`src/rtl/rx_pkg.sv`:
```
// Shared types and constants for the UART receive bit-timing sequencer.
// No logic here; consumed by rx_bit_scheduler and its interface.
package rx_pkg;

    typedef enum logic [1:0] {
        IDLE  = 2'd0,
        FIRST = 2'd1,
        BIT   = 2'd2,
        DONE  = 2'd3
    } rx_sched_state_t;

    // Smallest legal bit period; anything below is replaced by DEFAULT_DIV.
    localparam int MIN_DIV      = 4;
    localparam int LEAD_DEFAULT = 2;

endpackage

```
`src/rtl/rx_bit_scheduler_if.sv`:
```
// Control/status bundle between the receiver control unit (master) and the scheduler (slave).
// Pure wiring, zero latency; no backpressure, the scheduler follows enable_timer level.
interface rx_bit_scheduler_if #(
    parameter int DIV_W = 8
);

    logic             enable_timer;
    logic [DIV_W-1:0] clk_div;
    logic             shift_strobe;
    logic             packet_done;
    logic             busy;
    logic             cfg_error;

    modport master (
        output enable_timer,
        output clk_div,
        input  shift_strobe,
        input  packet_done,
        input  busy,
        input  cfg_error
    );

    modport slave (
        input  enable_timer,
        input  clk_div,
        output shift_strobe,
        output packet_done,
        output busy,
        output cfg_error
    );

endinterface

```
`src/rtl/sched_counter.sv`:
```
// Interval counter with programmable rollover; hit is combinational, roll is hit delayed one clock.
// Clear wins over count_enable; no backpressure.
module sched_counter #(
    parameter int W = 9
) (
    input  logic         clk,
    input  logic         n_rst,
    input  logic         clear,
    input  logic         count_en,
    input  logic [W-1:0] rollover,
    output logic         hit,
    output logic         roll
);

    logic [W-1:0] cnt;

    // Terminal count is rollover-1 so an interval of N clocks spans cnt = 0..N-1.
    assign hit = count_en && !clear && (cnt == rollover - W'(1));

    always_ff @(posedge clk or negedge n_rst) begin
        if (!n_rst) begin
            cnt  <= '0;
            roll <= 1'b0;
        end else begin
            roll <= hit;
            if (clear) begin
                cnt <= '0;
            end else if (count_en) begin
                cnt <= hit ? '0 : cnt + W'(1);
            end
        end
    end

endmodule

```
`src/rtl/rx_bit_scheduler.sv`:
```
// UART RX bit-timing sequencer: mid-bit shift strobes and frame-done flag while enable_timer is high.
// Strobes/cfg_error are registered; first strobe first_len+1 clocks after enable; dropping enable aborts next edge.
module rx_bit_scheduler
    import rx_pkg::*;
#(
    parameter int DIV_W       = 8,
    parameter int DEFAULT_DIV = 10,
    parameter int DATA_BITS   = 8,
    parameter int LEAD        = LEAD_DEFAULT
) (
    input  logic              clk,
    input  logic              n_rst,
    rx_bit_scheduler_if.slave sched
);

    localparam int CW     = DIV_W + 1;
    localparam int BCNT_W = $clog2(DATA_BITS + 1);

    // The first interval is shortened by LEAD and must still leave room for a gap between strobes.
    if (MIN_DIV + (MIN_DIV / 2) - LEAD < MIN_DIV) begin : g_lead_check
        $error("LEAD too large for MIN_DIV: first interval would fall below MIN_DIV");
    end
    if (DEFAULT_DIV < MIN_DIV) begin : g_default_check
        $error("DEFAULT_DIV must be at least MIN_DIV");
    end

    rx_sched_state_t   state;
    rx_sched_state_t   state_nxt;
    logic [DIV_W-1:0]  div;
    logic [BCNT_W-1:0] bcnt;
    logic [CW-1:0]     first_len;
    logic [CW-1:0]     rollover;
    logic              start;
    logic              div_legal;
    logic              last_bit;
    logic              cnt_en;
    logic              cnt_clr;
    logic              hit;
    logic              roll;
    logic              cfg_error_q;

    assign start     = (state == IDLE) && sched.enable_timer;
    assign div_legal = (sched.clk_div >= DIV_W'(MIN_DIV));
    assign last_bit  = (bcnt == BCNT_W'(DATA_BITS));

    // Start-bit edge detection already consumed LEAD clocks of the 1.5-bit first interval.
    assign first_len = CW'(div) + CW'(div >> 1) - CW'(LEAD);
    assign rollover  = (state == FIRST) ? first_len : CW'(div);

    assign cnt_en  = sched.enable_timer && ((state == FIRST) || (state == BIT));
    assign cnt_clr = !cnt_en;

    sched_counter #(
        .W (CW)
    ) u_interval (
        .clk      (clk),
        .n_rst    (n_rst),
        .clear    (cnt_clr),
        .count_en (cnt_en),
        .rollover (rollover),
        .hit      (hit),
        .roll     (roll)
    );

    always_ff @(posedge clk or negedge n_rst) begin
        if (!n_rst) begin
            state <= IDLE;
        end else begin
            state <= state_nxt;
        end
    end

    always_comb begin
        state_nxt = state;
        case (state)
            IDLE: begin
                if (sched.enable_timer) state_nxt = FIRST;
            end
            FIRST: begin
                if (!sched.enable_timer) state_nxt = IDLE;
                else if (hit)            state_nxt = BIT;
            end
            BIT: begin
                if (!sched.enable_timer)   state_nxt = IDLE;
                else if (hit && last_bit)  state_nxt = DONE;
            end
            DONE: begin
                if (!sched.enable_timer) state_nxt = IDLE;
            end
            default: state_nxt = IDLE;
        endcase
    end

    always_comb begin
        sched.busy        = (state != IDLE);
        sched.packet_done = (state == DONE);
    end

    assign sched.shift_strobe = roll;
    assign sched.cfg_error    = cfg_error_q;

    // Divisor is captured once per frame so mid-frame clk_div edits cannot skew bit timing.
    always_ff @(posedge clk or negedge n_rst) begin
        if (!n_rst) begin
            div         <= DIV_W'(DEFAULT_DIV);
            bcnt        <= '0;
            cfg_error_q <= 1'b0;
        end else begin
            cfg_error_q <= start && !div_legal;
            if (start) begin
                div <= div_legal ? sched.clk_div : DIV_W'(DEFAULT_DIV);
            end
            if (!cnt_en) begin
                bcnt <= '0;
            end else if (hit) begin
                if (state == FIRST) begin
                    bcnt <= BCNT_W'(1);
                end else if (!last_bit) begin
                    bcnt <= bcnt + BCNT_W'(1);
                end
            end
        end
    end

endmodule

```
`src/flat_wrapper.sv`:
```
// flat-port wrapper written by rule: the top's interface ports become plain ports
module rx_bit_scheduler_flat import rx_pkg::*;
#(
    parameter int DIV_W       = 8,
    parameter int DEFAULT_DIV = 10,
    parameter int DATA_BITS   = 8,
    parameter int LEAD        = LEAD_DEFAULT
)
  (clk, n_rst, sched_enable_timer, sched_clk_div, sched_shift_strobe, sched_packet_done, sched_busy, sched_cfg_error);
  rx_bit_scheduler_if #(.DIV_W(DIV_W)) sched_i ();
  input  logic clk;
  input  logic n_rst;
  input wire logic [$bits(sched_i.enable_timer)-1:0] sched_enable_timer;
  input wire logic [$bits(sched_i.clk_div)-1:0] sched_clk_div;
  output wire logic [$bits(sched_i.shift_strobe)-1:0] sched_shift_strobe;
  output wire logic [$bits(sched_i.packet_done)-1:0] sched_packet_done;
  output wire logic [$bits(sched_i.busy)-1:0] sched_busy;
  output wire logic [$bits(sched_i.cfg_error)-1:0] sched_cfg_error;
  assign sched_i.enable_timer = sched_enable_timer;
  assign sched_i.clk_div = sched_clk_div;
  assign sched_shift_strobe = sched_i.shift_strobe;
  assign sched_packet_done = sched_i.packet_done;
  assign sched_busy = sched_i.busy;
  assign sched_cfg_error = sched_i.cfg_error;
  rx_bit_scheduler #(.DIV_W(DIV_W), .DEFAULT_DIV(DEFAULT_DIV), .DATA_BITS(DATA_BITS), .LEAD(LEAD)) u_core (.clk(clk), .n_rst(n_rst), .sched(sched_i));
endmodule
```
`config.mk`:
```
export PLATFORM = sky130hd
export DESIGN_NAME = rx_bit_scheduler_flat
export DESIGN_NICKNAME = d
export VERILOG_FILES = /design/src/rtl/rx_pkg.sv /design/src/rtl/rx_bit_scheduler_if.sv /design/src/rtl/sched_counter.sv /design/src/rtl/rx_bit_scheduler.sv /design/src/flat_wrapper.sv
export SDC_FILE = /design/constraint.sdc
export NUM_CORES = 1
export LEC_CHECK = 0
export BUFFER_PORTS_ARGS = -buffer_cell sky130_fd_sc_hd__buf_2
export CORE_MARGIN = 10
export CORE_UTILIZATION = 32
export CTS_BUF_LIST = sky130_fd_sc_hd__clkbuf_8
export CTS_CLUSTER_DIAMETER = 80
export CTS_CLUSTER_SIZE = 10
export DETAILED_ROUTE_END_ITERATION = 8
export PLACE_DENSITY = 0.44
export SYNTH_ARGS = -nofsm -noshare
export SYNTH_HDL_FRONTEND = slang
export SYNTH_SLANG_ARGS = --single-unit
```
`constraint.sdc`:
```
create_clock -name clk -period 4.5 [get_ports clk]
set_clock_uncertainty 0.1 [all_clocks]
set_input_delay 0 -clock clk [delete_from_list [all_inputs] [get_ports clk]]
set_output_delay 0 -clock clk [all_outputs]
set_load 0.005 [all_outputs]
```
# After elaboration in Yosys (flattened, before gate mapping)
# Index checks and enable logic that the tools add are counted.
# word_totals
word_cells	49
in_bits	11
reg_bits	25
output_inout_bits	4
# classes
n_reduce_logical	11
muxes	15
n_addsub	5
magnitude_cmp	1
n_eq_ne	11
# op_table
operator	n
9-bit two-way mux	3
4-bit two-way mux	4
2-bit two-way mux	6
8-bit by 7-bit adder with 9-bit output	1
9-bit by 1-bit adder with 9-bit output, second input constant	1
9-bit == test	1
9-bit by 1-bit subtractor with 9-bit output, second input constant	1
9-bit by 2-bit subtractor with 9-bit output, second input constant	1
8-bit by 3-bit >= comparator with 1-bit output, second input constant	1
8-bit two-way mux	1
2-bit one-hot mux with 4 select lines	1
2-bit != test, second input constant	3
3-bit != test, second input constant	2
1-bit logical AND	5
4-bit by 1-bit adder with 4-bit output, second input constant	1
2-bit == test, second input constant	2
4-bit == test, second input constant	1
4-bit AND reduction	1
3-bit by 2-bit != test with 1-bit output, second input constant	1
2-bit by 1-bit == test with 1-bit output, second input constant	1
2-bit logical NOT	1
2-bit AND reduction	1
2-bit nonzero test	1
1-bit logical NOT	1
1-bit logical OR	1

# Depth between registers and ports, before layout
# logic_depth
depth_word	10
mapped_depth	17
depth_no_buf	15

# Modules after synthesis
# From an unflattened synthesis, not the netlist that was laid out.
# unflattened
hier_cells	254
area_unflattened_um2	2187.1
# by_module_without_submodules
mod	n_inst	area_per_inst_um2	seq_area_each_um2	cells_each
rx_bit_scheduler	1	1355.0	377.9	160
sched_counter	1	832.0	250.2	94

# Least setup slack after synthesis
# No wires, ideal clock.
# synth_timing
path_kind	reg-to-reg
startpoint	register u_core.state[1]
endpoint	register u_core.bcnt[3]
t_required_ps	4266
path_buffers	5
period_less_slack_ps	4125
setup_time_ps	134
slack_ps	375
stages_incl_launch_ff	17
t_arrival_ps	3891
cell_sequence	dfrtp_1 inv_1 ha_1 buf_6 buf_2 buf_2 clkbuf_1 mux2i_1 ha_1 nand3_1 or2_2 or4_4 xnor2_2 a2111oi_4 or2_1 buf_6 o211ai_2
# synth_via
elab_chain_cells	7
elab_cells_between_ends	14
cone_classes	add/sub (1); eq/ne (5); mux (4); reduce/logical (4)
# synth_lines
element	line_no	text
start: declaration	rx_bit_scheduler.sv:27	rx_sched_state_t state;
start signal: assignment	rx_bit_scheduler.sv:69	state <= state_nxt;
2-bit by 1-bit == test with 1-bit output	rx_bit_scheduler.sv:48, rx_bit_scheduler.sv:50, rx_bit_scheduler.sv:116	
9-bit two-way mux	rx_bit_scheduler.sv:48	assign rollover = (state == FIRST) ? first_len : CW'(div);
9-bit by 1-bit subtractor with 9-bit output	sched_counter.sv:18	assign hit = count_en && !clear && (cnt == rollover - W'(1));
9-bit == test	sched_counter.sv:18	
1-bit logical AND	sched_counter.sv:18	
2-bit != test (no source line)	n/a	
2-bit AND reduction (no source line)	n/a	
end signal: assignment	rx_bit_scheduler.sv:119	bcnt <= bcnt + BCNT_W'(1);
end: declaration	rx_bit_scheduler.sv:30	logic [BCNT_W-1:0] bcnt;
# Several ways; a longest one is shown, not always the timed one. The select of a mux whose other input is x is not followed.
# A chain may end at the register's enable or synchronous reset.

# Worst setup path after layout
# layout_timing
startpoint	register u_core.div[1]
endpoint	register u_core.bcnt[2]
# layout_via
elab_chain_cells	8
# layout_lines
element	line_no	text
start: declaration	rx_bit_scheduler.sv:29	logic [DIV_W-1:0] div;
start signal: assignment	rx_bit_scheduler.sv:105	div <= DIV_W'(DEFAULT_DIV);
start signal: assignment	rx_bit_scheduler.sv:111	div <= div_legal ? sched.clk_div : DIV_W'(DEFAULT_DIV);
8-bit by 7-bit adder with 9-bit output	rx_bit_scheduler.sv:47	assign first_len = CW'(div) + CW'(div >> 1) - CW'(LEAD);
9-bit by 2-bit subtractor with 9-bit output	rx_bit_scheduler.sv:47	
9-bit two-way mux (*)	rx_bit_scheduler.sv:48	
9-bit by 1-bit subtractor with 9-bit output (*)	sched_counter.sv:18	
9-bit == test (*)	sched_counter.sv:18	
1-bit logical AND (*)	sched_counter.sv:18	
2-bit != test (no source line) (*)	n/a	
2-bit AND reduction (no source line) (*)	n/a	
# Mark *: on every way between the ends. The rest lies on a longest branch, timed or not.

==> results.py <==
metrics = {
    "grt": {
        "grt_max_degree": 30,
        "gr-total-overflow": 0,
        "grt_pass1_wl_um": 9411,
        "grt_antenna_before_repair": 0,
        "grt.total_usage_pct": 9.779,
        "first_global_vias": 1903,
    },
    "clock_tree": {
        "clockBufferDepth": 2,
        "clock-sinks": 25,
        "clk_latency_ps": 270,
        "cts_resized": 0,
        "cts_buffers": 3,
        "cts_tree": "yes",
        "clk_pin_slew_ps": 100,
        "cts_max_level": 1,
        "cts_root_buf": "clkbuf_8",
    },
    "drt": {
        "top_layer_used": "met4",
        "antenna_left": 0,
        "wl_met1_um": 2691,
        "dr_wl_met3_um": 86,
        "dr_wl_met2_um": 2487,
        "finalWirelength_um": 5295,
        "num_vias": 1945,
        "wl_per_cell_um": 13.44,
        "drt_iter0_drc": 72,
        "vias_per_cell": 4.937,
        "drc": 0,
        "drtPass1Iterations": 5,
    },
    "timing": {
        "rsz0062_at_grt": "false",
        "slew_headroom_pct": 61.19,
        "finalSetupViolations": 0,
        "setup_ws_ps": 356.8,
        "finalHoldViolations": 0,
        "min_period_ps": 4143,
        "worst_slew_pin_slew_ps": 582.2,
        "setup_tns_ps": 0,
        "slew_viol_final": 0,
        "timing.final.crit_share_pct": 92.07,
        "max_freq_mhz": 241.4,
    },
    "synthesis": {
        "synthArstFlopShare_pct": 100.0,
        "ys_types": 57,
        "syn-cell-area_um2": 2359,
        "ys_warn_count": 0,
        "synth_top_area_share_pct": 24.40,
        "ys_top_cells_by_area": "dfrtp_1, ha_1, nand3_1",
        "ys_seq_area_share_pct": 26.63,
        "synthFlopType": "dfrtp_1",
        "syn_inst": 269,
        "ys_ff_latch": 25,
        "synth_area_leader_cell": "dfrtp_1",
        "syn_avg_cell_area_um2": 8.768,
        "synth_nets": 305,
        "synth_edf_count": 0,
    },
    "worst_setup_path": {
        "r2r_cells": 15,
        "reg2reg_from": "u_core.div[1]$_DFFE_PN1P_",
        "worstPathRequired_ps": 4620,
        "cp_max_fo": 11,
        "critPathKind": "reg -> reg",
        "r2r_slack_ps": 360,
        "worst_setup_path_end_kind": "flop",
        "start_kind": "flop",
        "worstReg2RegEnd": "u_core.bcnt[2]$_DFFE_PN0P_",
        "cp.arrival_ps": 4260,
    },
    "floorplanning": {
        "core_area_um2": 7214,
        "ios": 15,
        "dieArea_um2": 11200,
        "die_w_um": 105.9,
        "num_rows": 31,
        "dieHeight_um": 105.9,
        "start_util_pct": 32.69,
    },
    "outcome": {
        "status": "finished clean",
    },
    "placed_design": {
        "io_buffers": 14,
        "place.gp.congestion": 0.7577,
        "post-place-ws_ps": 358.5,
        "hpwl_um": 3969,
    },
    "run": {
        "maxCapViolCount": 0,
    },
    "finish": {
        "seqCellArea_um2": 628.1,
        "post_route_cells_drive_above_1_share_pct": 13.56,
        "multi_input_area_um2": 1573,
        "n_fill_cell": 773,
        "diodes": 0,
        "nets": 332,
        "syn2layout_area_growth_pct": 14.96,
    },
    "worst_hold_path": {
        "min_path_type": "in -> async",
    },
}
[state kept, by name, summed over array words and instances (netlist names)]
name and count:
u_core.u_interval.roll 1, u_core.sched.cfg_error 1, u_core.div 8, u_core.bcnt 4
u_core.u_interval.cnt 9, u_core.state 2
[worst max path at each step]
| stage | from | to | cells past startpoint |
|---|---|---|---|
| 2_1_floorplan | u_core.state[1]$_DFFE_PN0P_ | u_core.bcnt[3]$_DFFE_PN0P_ | 16 |
| 3_3_place_gp | u_core.div[1]$_DFFE_PN1P_ | u_core.bcnt[2]$_DFFE_PN0P_ | 15 |
| 3_5_place_dp | u_core.div[1]$_DFFE_PN1P_ | u_core.bcnt[2]$_DFFE_PN0P_ | 14 |
| 4_1_cts | u_core.div[1]$_DFFE_PN1P_ | u_core.bcnt[2]$_DFFE_PN0P_ | 15 |
| 5_1_grt | u_core.div[1]$_DFFE_PN1P_ | u_core.bcnt[2]$_DFFE_PN0P_ | 14 |
| 6_report | u_core.div[1]$_DFFE_PN1P_ | u_core.bcnt[2]$_DFFE_PN0P_ | 15 |
[synth_stat cells (2+ instances only)]
cell / number
a211o_1: 2
a211oi_1: 2
a21o_1: 4
a21oi_1: 8
a31oi_1: 5
and3_1: 2
buf_2: 3
buf_6: 2
clkbuf_1: 4
dfrtp_1: 23
dfstp_2: 2
fa_1: 2
ha_1: 23
inv_1: 28
mux2_2: 5
mux2i_1: 9
nand2_1: 17
nand2b_1: 6
nand3_1: 22
nand3b_1: 4
nand4_1: 3
nand4b_1: 4
nor2_1: 17
nor3_1: 5
nor3b_1: 3
nor4_1: 2
o2111a_1: 2
o21ai_0: 6
o31ai_1: 2
or2_1: 2
or2_2: 3
or3_1: 4
or4_1: 3
xnor2_1: 7
xor2_1: 11
[cells in the final DEF, fill, tap and decap left out, drive strengths merged, types with 9 or more instances in the layout]
cell / n
inv: 28
ha: 23
dfrtp: 23
nand3: 22
nor2: 18
nand2: 17
buf: 17
dlygate4sd3: 14
xor2: 11
mux2i: 9
[timing repair]
item	in CTS	in global routing
hold endpoints to repair	34	0
setup buffers	0	0
hold buffers	14	0
[layer usage]
metal / GRT usage (%) / vias to the layer above
li1: - / 1005
met1: 13.74 / 918
met2: 15.68 / 20
met3: 1.218 / 2
met4: 1.838 / 0
met5: 0 / -
[cell families (layout without fill, tap and decap cells)]
| kind of cell | after synthesis | in the layout | share of synthesized area (%) |
|---|---|---|---|
| compound gates | 44 | 44 | 14.32 |
| flops | 25 | 25 | 26.63 |
| mux | 14 | 14 | 6.207 |
| fa+ha+maj | 25 | 25 | 13.90 |
| simple gates | 105 | 105 | 24.88 |
| xor+xnor | 19 | 19 | 7.374 |
| buf+inv | 37 | 63 | 6.684 |
[final cells by class]
cell class	instances	area share, %
Clock inverter	1	0.2769
Clock buffer	3	1.523
Inverter	28	3.876
Sequential cell	25	23.17
Timing Repair Buffer	31	8.583
Tap cell	99	4.569
Multi-Input combinational cell	207	58.01
[critical path, stage by stage, from the launching register on]
cell and delay [ps]:
dfstp_2 580, inv_1 50, ha_1 280, inv_1 60
ha_1 150, inv_1 50, fa_1 440, nor2b_4 170
o2111a_1 250, or4_1 130, a31oi_1 100, or4_4 570
xnor2_2 170, a2111oi_4 330, or2_1 430, a22o_1 220
[through the flow]
stage | instance area (µm²) | util (%) | hold slack (ps) | instances
floorplan | 2359 | - | -395.6 | 269
global placement | 2522 | 34.96 | -61.62 | 376
detailed placement | 2522 | 34.96 | -63.00 | 376
CTS | 2711 | 37.58 | 176.6 | 394
global route | 2711 | 37.58 | 208.0 | 394
finish | 2711 | 37.58 | 152.5 | 394
Power is left out: the tool's default activity adds up to more than one toggle a clock period on the data nets, which glitch-free logic cannot reach.
